$ cat config.mk
export PLATFORM = sky130hd
export DESIGN_NAME = enemy_spawner
export DESIGN_NICKNAME = d
export VERILOG_FILES = /design/src/rtl/enemy_spawner_pkg.sv /design/src/rtl/lfsr10.sv /design/src/rtl/enemy_spawner.sv
export SDC_FILE = /design/constraint.sdc
export NUM_CORES = 1
export LEC_CHECK = 0
export BUFFER_PORTS_ARGS = -buffer_cell sky130_fd_sc_hd__buf_2
export CAP_MARGIN = 20
export CELL_PAD_IN_SITES_DETAIL_PLACEMENT = 1
export CELL_PAD_IN_SITES_GLOBAL_PLACEMENT = 1
export CORE_MARGIN = 2
export CORE_UTILIZATION = 30
export DETAILED_ROUTE_END_ITERATION = 12
export MAX_ROUTING_LAYER = met4
export PLACE_DENSITY = 0.64
export SETUP_SLACK_MARGIN = 0.4
export SLEW_MARGIN = 20
export SYNTH_ARGS = -nofsm -noshare
export SYNTH_HDL_FRONTEND = slang
export SYNTH_SLANG_ARGS = --single-unit
$ cat constraint.sdc
create_clock -name clk -period 2.25 [get_ports clk]
set_input_delay 0.1125 -clock clk [delete_from_list [all_inputs] [get_ports clk]]
set_output_delay 0.1125 -clock clk [all_outputs]
set_load 0.02 [all_outputs]
$ cat src/rtl/enemy_spawner_pkg.sv
// Shared game constants for the enemy spawner: slot map, playfield limit,
// default pacing and FSM state encoding.
package enemy_spawner_pkg;

  localparam int SLOTS       = 23;
  localparam int FLY_BASE    = 0;
  localparam int SPIDER_BASE = 17;
  localparam int MOSQ_BASE   = 21;
  localparam int X_MAX       = 600;
  localparam int GAP_FRAMES  = 30;

  localparam int ID_W  = 5;
  localparam int X_W   = 10;
  localparam int CNT_W = 16;

  typedef logic [1:0] state_t;

  localparam logic [1:0] ST_IDLE  = 2'd0;
  localparam logic [1:0] ST_SCAN  = 2'd1;
  localparam logic [1:0] ST_OFFER = 2'd2;
  localparam logic [1:0] ST_GAP   = 2'd3;

endpackage

$ cat src/rtl/lfsr10.sv
// 10-bit maximal-length Fibonacci LFSR, polynomial x^10 + x^7 + 1.
// Seeded with 1 so the all-zero lock-up state is never reached.
module lfsr10 (
  input  logic       clk,
  input  logic       rst_n,
  input  logic       enable,
  output logic [9:0] state
);

  always_ff @(posedge clk or negedge rst_n) begin
    if (!rst_n) begin
      state <= 10'h001;
    end else if (enable) begin
      state <= {state[8:0], state[9] ^ state[6]};
    end
  end

endmodule

$ cat src/rtl/enemy_spawner.sv
// Round-robin enemy spawner: scans slots for a free, enabled enemy, offers it
// with a random x position over a valid/ready handshake, then waits out a gap.
module enemy_spawner
  import enemy_spawner_pkg::*;
#(
  parameter int SLOTS      = enemy_spawner_pkg::SLOTS,
  parameter int GAP_FRAMES = enemy_spawner_pkg::GAP_FRAMES,
  parameter int X_MAX      = enemy_spawner_pkg::X_MAX
) (
  input  logic             clk,
  input  logic             rst_n,
  input  logic             frame_tick,
  input  logic             run,
  input  logic [SLOTS-1:0] enable_enemy,
  input  logic [SLOTS-1:0] enemy_alive,
  output logic             spawn_valid,
  output logic [4:0]       spawn_id,
  output logic [9:0]       spawn_x,
  input  logic             spawn_ready,
  output logic [15:0]      spawn_count
);

  localparam int GAP_W = (GAP_FRAMES > 0) ? $clog2(GAP_FRAMES + 1) : 1;

  state_t           state;
  logic [4:0]       ptr;
  logic [GAP_W-1:0] gap_cnt;
  logic             armed;
  logic [9:0]       lfsr_q;
  logic [SLOTS-1:0] elig;

  assign elig = enable_enemy & ~enemy_alive;

  lfsr10 u_lfsr (
    .clk    (clk),
    .rst_n  (rst_n),
    .enable (1'b1),
    .state  (lfsr_q)
  );

  // Single-subtraction fold keeps the result inside 0..X_MAX for X_MAX >= 511.
  function automatic logic [9:0] fold_x(input logic [9:0] v);
    if (v > 10'(X_MAX)) return v - 10'(X_MAX) - 10'd1;
    return v;
  endfunction

  function automatic logic [15:0] sat_inc(input logic [15:0] c);
    return (c == 16'hFFFF) ? c : c + 16'd1;
  endfunction

  function automatic logic [4:0] next_slot(input logic [4:0] s);
    return (s == 5'(SLOTS - 1)) ? 5'd0 : s + 5'd1;
  endfunction

  // armed holds IDLE for one extra edge after reset release so the first
  // request cannot appear before the third clock edge.
  always_ff @(posedge clk or negedge rst_n) begin
    if (!rst_n) begin
      state       <= ST_IDLE;
      ptr         <= 5'd0;
      gap_cnt     <= '0;
      armed       <= 1'b0;
      spawn_valid <= 1'b0;
      spawn_id    <= 5'd0;
      spawn_x     <= 10'd0;
      spawn_count <= 16'd0;
    end else begin
      armed <= 1'b1;
      case (state)
        ST_IDLE: begin
          if (run && armed) state <= ST_SCAN;
        end
        ST_SCAN: begin
          if (!run) begin
            state <= ST_IDLE;
          end else if (elig[ptr]) begin
            state       <= ST_OFFER;
            spawn_valid <= 1'b1;
            spawn_id    <= ptr;
            spawn_x     <= fold_x(lfsr_q);
          end else begin
            ptr <= next_slot(ptr);
          end
        end
        ST_OFFER: begin
          // An accept in the same cycle beats a withdrawal.
          if (spawn_ready) begin
            spawn_valid <= 1'b0;
            spawn_count <= sat_inc(spawn_count);
            ptr         <= next_slot(spawn_id);
            gap_cnt     <= GAP_W'(GAP_FRAMES);
            state       <= run ? ST_GAP : ST_IDLE;
          end else if (!elig[spawn_id]) begin
            spawn_valid <= 1'b0;
            state       <= run ? ST_SCAN : ST_IDLE;
          end
        end
        ST_GAP: begin
          if (!run) begin
            state <= ST_IDLE;
          end else if (gap_cnt == '0) begin
            state <= ST_SCAN;
          end else if (frame_tick) begin
            gap_cnt <= gap_cnt - 1'b1;
            if (gap_cnt == GAP_W'(1)) state <= ST_SCAN;
          end
        end
        default: state <= ST_IDLE;
      endcase
    end
  end

endmodule

==> summary.md, run 1 <==
| Metric | Value |
|---|---|
| Worst setup margin | `-187.2 ps` |
| GRT overflow | `0` |
| PD cells | `955.9 nW/um2` |
| Hold Path Class | `input port to register` |
| RSZ-0062 raised after global routing | `true` |
| Dominant cell type by area after synthesis | `dfrtp_1` |
| H-tree depth | `2` |
| Tmin final | `2437 ps` |
| Required @ worst endpoint | `2430 ps` |
| Full die area | `12190 um2` |
| Core Area | `10940 um2` |
| Register bit total from synthesis | `55` |
| Slew Limit Headroom | `0.5694` |
| Max Buffers Root-to-Sink | `2` |
| Failing checks | `negative setup slack` |
| Via count | `2983` |
| Syn. warnings | `0` |
| Syn_area_per_cell | `10.17 um2` |
| Cells on Worst Hold Path | `3` |
| Capture point of the worst reg-to-reg path | `spawn_x[6]` |
| Setup slack, reg-to-reg | `-190 ps` |
| Root buffer cell | `clkbuf_16` |
| Syn Nets | `394` |
| Final hold viol count | `0` |
| CTS clk-pin slew, worst paths | `80 ps` |
| Worst-Skew Late Latency | `300 ps` |
| Final cycle utilization of the critical path | `1.083` |
| Fin area | `4483 um2` |
| Register area share after synthesis | `0.4054` |
| Top cells by area, synth | `dfrtp_1 40%, xnor2_1 5.2%, mux2_2 3.6%` |
| Area Overhead vs Synth | `31.92%` |
| Post-Synthesis Cell Area | `3398 um2` |
| DR pass1 iterations | `4` |
| R2r startpoint | `ptr[0]` |
| Crit end category | `register` |
| Worst-case reg-to-reg path depth | `8` |
| N_diodes | `0` |
| DP HPWL | `7.335 mm` |
| Max VDD drop | `0.0003899 V` |
| Die Span Y | `110.4 um` |
| LEAKAGE | `2.050 nW` |
| EDFF count, synth | `0` |
| Ports | `83` |
| Site row count | `38` |
| Antenna Nets Post-Route | `0` |
| First-pass GRT wire length | `16.18 mm` |
| Hold EP | `state[1]` |
| Achievable frequency | `0.4103 GHz` |
| Nets | `502` |
| Die width | `110.4 um` |
| Worst-margin pin slew | `646.0 ps` |
| Max Transition Viols Final | `0` |
| CTS tree | `yes` |
| Non-filler cells, final | `583` |
| Synth Instances | `334` |
| Finished Core Util | `0.4100` |
| Final RePlAce weighted congestion | `0.8598` |
| 1st-iter DRT viols | `105` |
| CP arrival | `2610 ps` |
| Synth cell types | `65` |
| Critical path type | `register to register` |
| Remaining DRCs | `0` |
| Total CTS buffers | `5` |
| Synth top area share | `0.3976` |
| Async set or reset register ratio after synthesis | `1.000` |
| Largest net degree at the start of global routing | `31` |
| Top_reg_cell synth | `dfrtp_1` |
| Critical Path Start Type | `register` |
| IO buf count | `82` |
| Vias in the first global route | `3208` |
| Layout cells sized above 1 | `0.3883` |
| Min-delay src | `run` |
| Cells after DPL | `564` |
| Wire per inst | `16.96 um` |
| Antenna violations before repair | `0` |
| Filler instances | `1260` |
| Initial Util | `0.3108` |
| WL final | `9.886 mm` |
| MaxCap Viol Count | `0` |
| Status | `complete, but fails checks` |
| Placed instance area | `4120 um2` |
| GRT Total Usage | `0.1638` |
| Clock skew | `9.400 ps` |
| Critical Path Fanout Max | `8` |
| Final Setup Violations | `23` |
| Avg Vias per Cell | `5.117` |
| Num Clock Sinks | `55` |
==> critical path, cell delays in order (launching register included) <==
cell       delay [ps]
dfrtp_2           420
buf_6             130
or4b_4            510
a41oi_2           210
o311ai_2          140
o21a_2            170
a21oi_4           230
clkbuf_16         210
mux2_4            300
==> flip-flops by register name, summed over array words and instances, names as in the netlist <==
name / count
state: 2
armed: 1
spawn_x: 10
spawn_valid: 1
u_lfsr.state: 10
ptr: 5
spawn_count: 16
gap_cnt: 5
spawn_id: 5
==> Yosys cell counts (all sizes together), types with 2 or more instances <==
| cell type | count |
|---|---|
| a211oi | 2 |
| a21oi | 10 |
| a311oi | 2 |
| a31oi | 5 |
| a32oi | 2 |
| and2 | 5 |
| and3 | 4 |
| and4 | 2 |
| and4bb | 2 |
| buf | 4 |
| clkbuf | 11 |
| dfrtp | 54 |
| ha | 9 |
| inv | 14 |
| mux2 | 17 |
| mux2i | 5 |
| mux4 | 2 |
| nand2 | 21 |
| nand2b | 13 |
| nand3 | 15 |
| nand3b | 11 |
| nand4 | 7 |
| nor2 | 13 |
| nor2b | 7 |
| nor3 | 4 |
| nor3b | 7 |
| nor4 | 2 |
| nor4b | 3 |
| o211ai | 2 |
| o21a | 2 |
| o21ai | 13 |
| o22ai | 3 |
| o311ai | 3 |
| o31ai | 2 |
| o32a | 2 |
| or3 | 3 |
| or3b | 5 |
| or4b | 2 |
| or4bb | 3 |
| xnor2 | 20 |
| xor2 | 8 |
==> how the worst max path moves through the flow <==
stage	startpoint	to
2_1_floorplan	ptr[0]	spawn_id[1]
3_3_place_gp	ptr[0]	spawn_x[1]
3_5_place_dp	ptr[0]	spawn_x[1]
4_1_cts	ptr[0]	spawn_x[1]
5_1_grt	ptr[0]	spawn_x[6]
6_report	ptr[0]	spawn_x[6]
==> through the flow <==
stage	total power, mW	setup WS [ps]	hold slack (ps)	setup TNS, ps
final	4.285	-187.2	175.6	-3014
after global routing	4.577	-234.4	198.2	-4435
after CTS	4.200	-121.3	165.2	-1335
after detailed placement	3.255	-135.1	177.4	-1589
after global placement	3.229	-92.13	172.4	-1054
after floorplan	2.595	-10.83	-183.1	-64.98
==> cells in the final DEF (no fill, tap or decap), drive strengths merged, types with 4 or more instances in the layout <==
master    n
nand4     7
o21ai    13
a31oi     5
nor2     13
or3b      5
clkbuf    6
mux2     17
and2      5
nand3    15
buf     114
xnor2    20
xor2      8
and3      4
nor2b     7
mux2i     5
a21oi    10
nor3b     7
inv      15
dfrtp    54
nand2    21
nor3      4
nand2b   13
ha        9
nand3b   11
==> area by class of cell <==
class | count | area (um2) | area share
Multi-Input combinational cell | 250 | 2018 | 0.4502
Tap cell | 140 | 175.2 | 0.03907
Timing Repair Buffer | 116 | 706.9 | 0.1577
Clock inverter | 3 | 23.77 | 0.005303
Clock buffer | 5 | 125.1 | 0.02791
Inverter | 14 | 52.55 | 0.01172
Sequential cell | 55 | 1381 | 0.3081
==> where the power goes <==
part           internal (mW)  total (mW)  switching (mW)
sequential              1.16        1.41           0.243
combinational          0.976        2.08            1.11
clock                  0.419       0.795           0.375
total                   2.56        4.29            1.73
==> logic make-up after synthesis <==
family,count (synthesis),share of synthesized area
buffers and inverters,29,0.03976
adder cells (fa/ha/maj),9,0.03314
AO/OA/AOI/OAI,57,0.1193
multiplexers,24,0.09205
AND/OR/NAND/NOR,131,0.2371
other,1,0.001104
XOR/XNOR,28,0.07217
flip-flops,55,0.4054
==> routing by layer <==
layer / routed length [um] / part of all wire / global-route usage / up-vias
li1: - / - / - / 1427
met1: 4559 / 0.46 / 0.2065 / 1484
met2: 4792 / 0.48 / 0.2724 / 63
met3: 438 / 0.044 / 0.03183 / 9
met4: 95 / 0.0096 / 0.03917 / 0
met5: 0 / 0 / - / -
==> what timing repair did <==
item	CTS	global route
endpoints found under the hold margin	28	0
endpoints found under the setup margin	27	34
buffers inserted	5	4
hold buffers	1	0
resized for setup	17	15
pin swaps	1	7
gates cloned	0	1
(Power assumes the default switching activity.)
==> run 2, diff against run 1 <==
--- a/config.mk
+++ b/config.mk
@@ -14,7 +14,6 @@
 export DETAILED_ROUTE_END_ITERATION = 12
 export MAX_ROUTING_LAYER = met4
 export PLACE_DENSITY = 0.64
-export SETUP_SLACK_MARGIN = 0.4
 export SLEW_MARGIN = 20
 export SYNTH_ARGS = -nofsm -noshare
 export SYNTH_HDL_FRONTEND = slang
==> summary.md, run 2 (same netlist as run 1, synthesis figures left out) <==
| Metric | Value |
|---|---|
| Max reg flops | `16 (unchanged)` |
| Final Setup Violations | `19 (-17%)` |
| Critical path type | `register to register` |
| Commonest non-fill, non-tap cell in the layout | `buf_2` |
| Ports | `83 (unchanged)` |
| Full die area | `12190 um2 (unchanged)` |
| Reg with most FFs | `spawn_count` |
| Top flop regs | `spawn_count (16), spawn_x (10), u_lfsr.state (10)` |
| MaxCap Viol Count | `0 (unchanged)` |
| Area Overhead vs Synth | `29.75%` |
| GRT Total Usage | `0.1639 (about the same)` |
| Final RePlAce weighted congestion | `0.8446 (-1.8%)` |
| Cells after DPL | `567 (+0.53%)` |
| Num Clock Sinks | `55 (unchanged)` |
| Initial Util | `0.3108 (unchanged)` |
| PD cells | `979.4 nW/um2 (+2.5%)` |
| N_diodes | `0 (unchanged)` |
| Non-filler cells, final | `581 (-0.34%)` |
| Family with the most delay on the worst path | `compound AO/OA/AOI/OAI gates` |
| Max Transition Viols Final | `0 (unchanged)` |
| Layout cells sized above 1 | `0.3628 (-0.02545)` |
| Antenna Nets Post-Route | `0 (unchanged)` |
| Vias in the first global route | `3235 (+0.84%)` |
| Critical Path, Cell by Cell | `buf_6 > and4bb_2 > nor4_2 > a2111o_1 > o21a_2 > a21oi_4 > buf_12 > mux2_2` |
| Wire per inst | `16.50 um (-2.7%)` |
| DP HPWL | `7.263 mm (-0.99%)` |
| Setup WS pre-CTS | `-160.9 ps (-25.89 ps)` |
| CTS tree | `yes` |
| R2r startpoint | `ptr[0]` |
| DR pass1 iterations | `4 (unchanged)` |
| Max VDD drop | `0.0003891 V (-0.21%)` |
| IO buf count | `82 (unchanged)` |
| Crit path max-delay cell type | `dfrtp_2` |
| LEAKAGE | `2.048 nW (-0.13%)` |
| Worst setup margin | `-133.9 ps (+53.35 ps)` |
| Die width | `110.4 um (unchanged)` |
| Remaining DRCs | `0 (unchanged)` |
| WL final | `9.584 mm (-3.1%)` |
| Total CTS buffers | `5 (unchanged)` |
| Site row count | `38 (unchanged)` |
| CP bufs+invs | `2 (unchanged)` |
| Failing checks | `negative setup slack` |
| Nets | `500 (-0.40%)` |
| Antenna violations before repair | `0 (unchanged)` |
| Max Buffers Root-to-Sink | `2 (unchanged)` |
| Finished Core Util | `0.4032 (-0.006750)` |
| Slew Limit Headroom | `0.6251 (+0.05579)` |
| Required @ worst endpoint | `2430 ps (about the same)` |
| Worst-Skew Late Latency | `290 ps (about the same)` |
| Setup slack, reg-to-reg | `-130 ps (+50 ps)` |
| Critical Path Start Type | `register` |
| Hold Path Class | `input port to register` |
| Core Area | `10940 um2 (unchanged)` |
| CTS clk-pin slew, worst paths | `70 ps (about the same)` |
| Crit. Startpoint | `ptr[0]` |
| Final hold viol count | `0 (unchanged)` |
| Clock skew | `5.770 ps (-3.630 ps)` |
| Crit end category | `register` |
| Power Total | `4.318 mW (+0.77%)` |
| H-tree depth | `2 (unchanged)` |
| Status | `complete, but fails checks` |
| RSZ-0062 raised after global routing | `true` |
| Largest net degree at the start of global routing | `34 (+9.7%)` |
| GRT overflow | `0 (unchanged)` |
| First-pass GRT wire length | `16.25 mm (+0.43%)` |
| CP arrival | `2560 ps (-50 ps)` |
| Critical Path Fanout Max | `16 (+8)` |
| Avg Vias per Cell | `5.119 (about the same)` |
| Via count | `2974 (-0.30%)` |
| Final cycle utilization of the critical path | `1.059 (-0.02371)` |
| Crit path largest cell delay | `470 ps (-40 ps)` |
| Min-delay src | `run` |
| Achievable frequency | `0.4195 GHz (+2.2%)` |
| Die Span Y | `110.4 um (unchanged)` |
| 1st-iter DRT viols | `84 (-20%)` |
| Worst-margin pin slew | `562.3 ps (-83.69 ps)` |
| Tmin final | `2384 ps (-53.36 ps)` |
| Placed instance area | `4139 um2 (+0.46%)` |
| Most frequent cells in the layout | `82 x buf_2, 53 x dfrtp_1, 27 x buf_4, 21 x nand2_1, 20 x xnor2_1` |
| Fin area | `4409 um2 (-1.6%)` |
| Root buffer cell | `clkbuf_16` |
[run 2: timing repair]
| item | CTS | global route |
|---|---|---|
| resized for setup | 14 | 3 |
| endpoints found under the hold margin | 22 | 0 |
| pin swaps | 1 | 1 |
| gates cloned | 0 | 0 |
| setup endpoints to repair | 20 | 23 |
| hold buffers | 1 | 0 |
| setup buffers | 5 | 0 |
[run 2: metal layers]
metal	track usage	vias to the layer above	wire [um]
met4	0.04333	0	107
met5	-	-	0
met3	0.03732	12	520
met2	0.2687	77	4680
met1	0.2047	1459	4276
li1	-	1426	-
[run 2: worst paths after layout]
path | depth (start not counted) | end
max in group asynchronous | 3 | u_lfsr.state[0]
worst max-delay path | 8 | spawn_x[1]
worst min register to register | 0 | u_lfsr.state[2]
worst max register to register | 8 | spawn_x[1]
worst min-delay path | 3 | state[1]
min in group asynchronous | 2 | spawn_count[11]
[run 2: worst register-to-register path, delay by kind of cell (launching register included)]
kind                   cells  cell delay (ps)
flip-flops                 1              470
AND/OR/NAND/NOR            2              330
buffers and inverters      2              330
AO/OA/AOI/OAI              3              790
multiplexers               1              350
[run 2: stage by stage]
step           TNS [ps]  hold slack, ps
3_5_place_dp      -2260           133.6
4_1_cts           -1238           170.6
6_report          -1760           179.2
3_3_place_gp      -1176           131.3
5_1_grt           -3957           191.5
2_1_floorplan    -64.98          -183.1
[run 2: area by class of cell]
cell class | count | area (um2)
repair buffers | 114 | 685.7
inverters | 14 | 52.55
flip-flops and latches | 55 | 1379
clock inverters | 2 | 35.03
well taps | 140 | 175.2
multi-input cells | 250 | 1943
clock buffers | 6 | 138.9
fillers | 1298 | 6526
[run 2: power by group]
| group | internal (mW) | total, mW | switching [mW] | leakage [nW] |
|---|---|---|---|---|
| Combinational | 0.953 | 1.98 | 1.03 | 1.24 |
| Sequential | 1.16 | 1.44 | 0.274 | 0.723 |
| Clock | 0.554 | 0.898 | 0.344 | 0.0868 |
| Total | 2.67 | 4.32 | 1.65 | 2.05 |
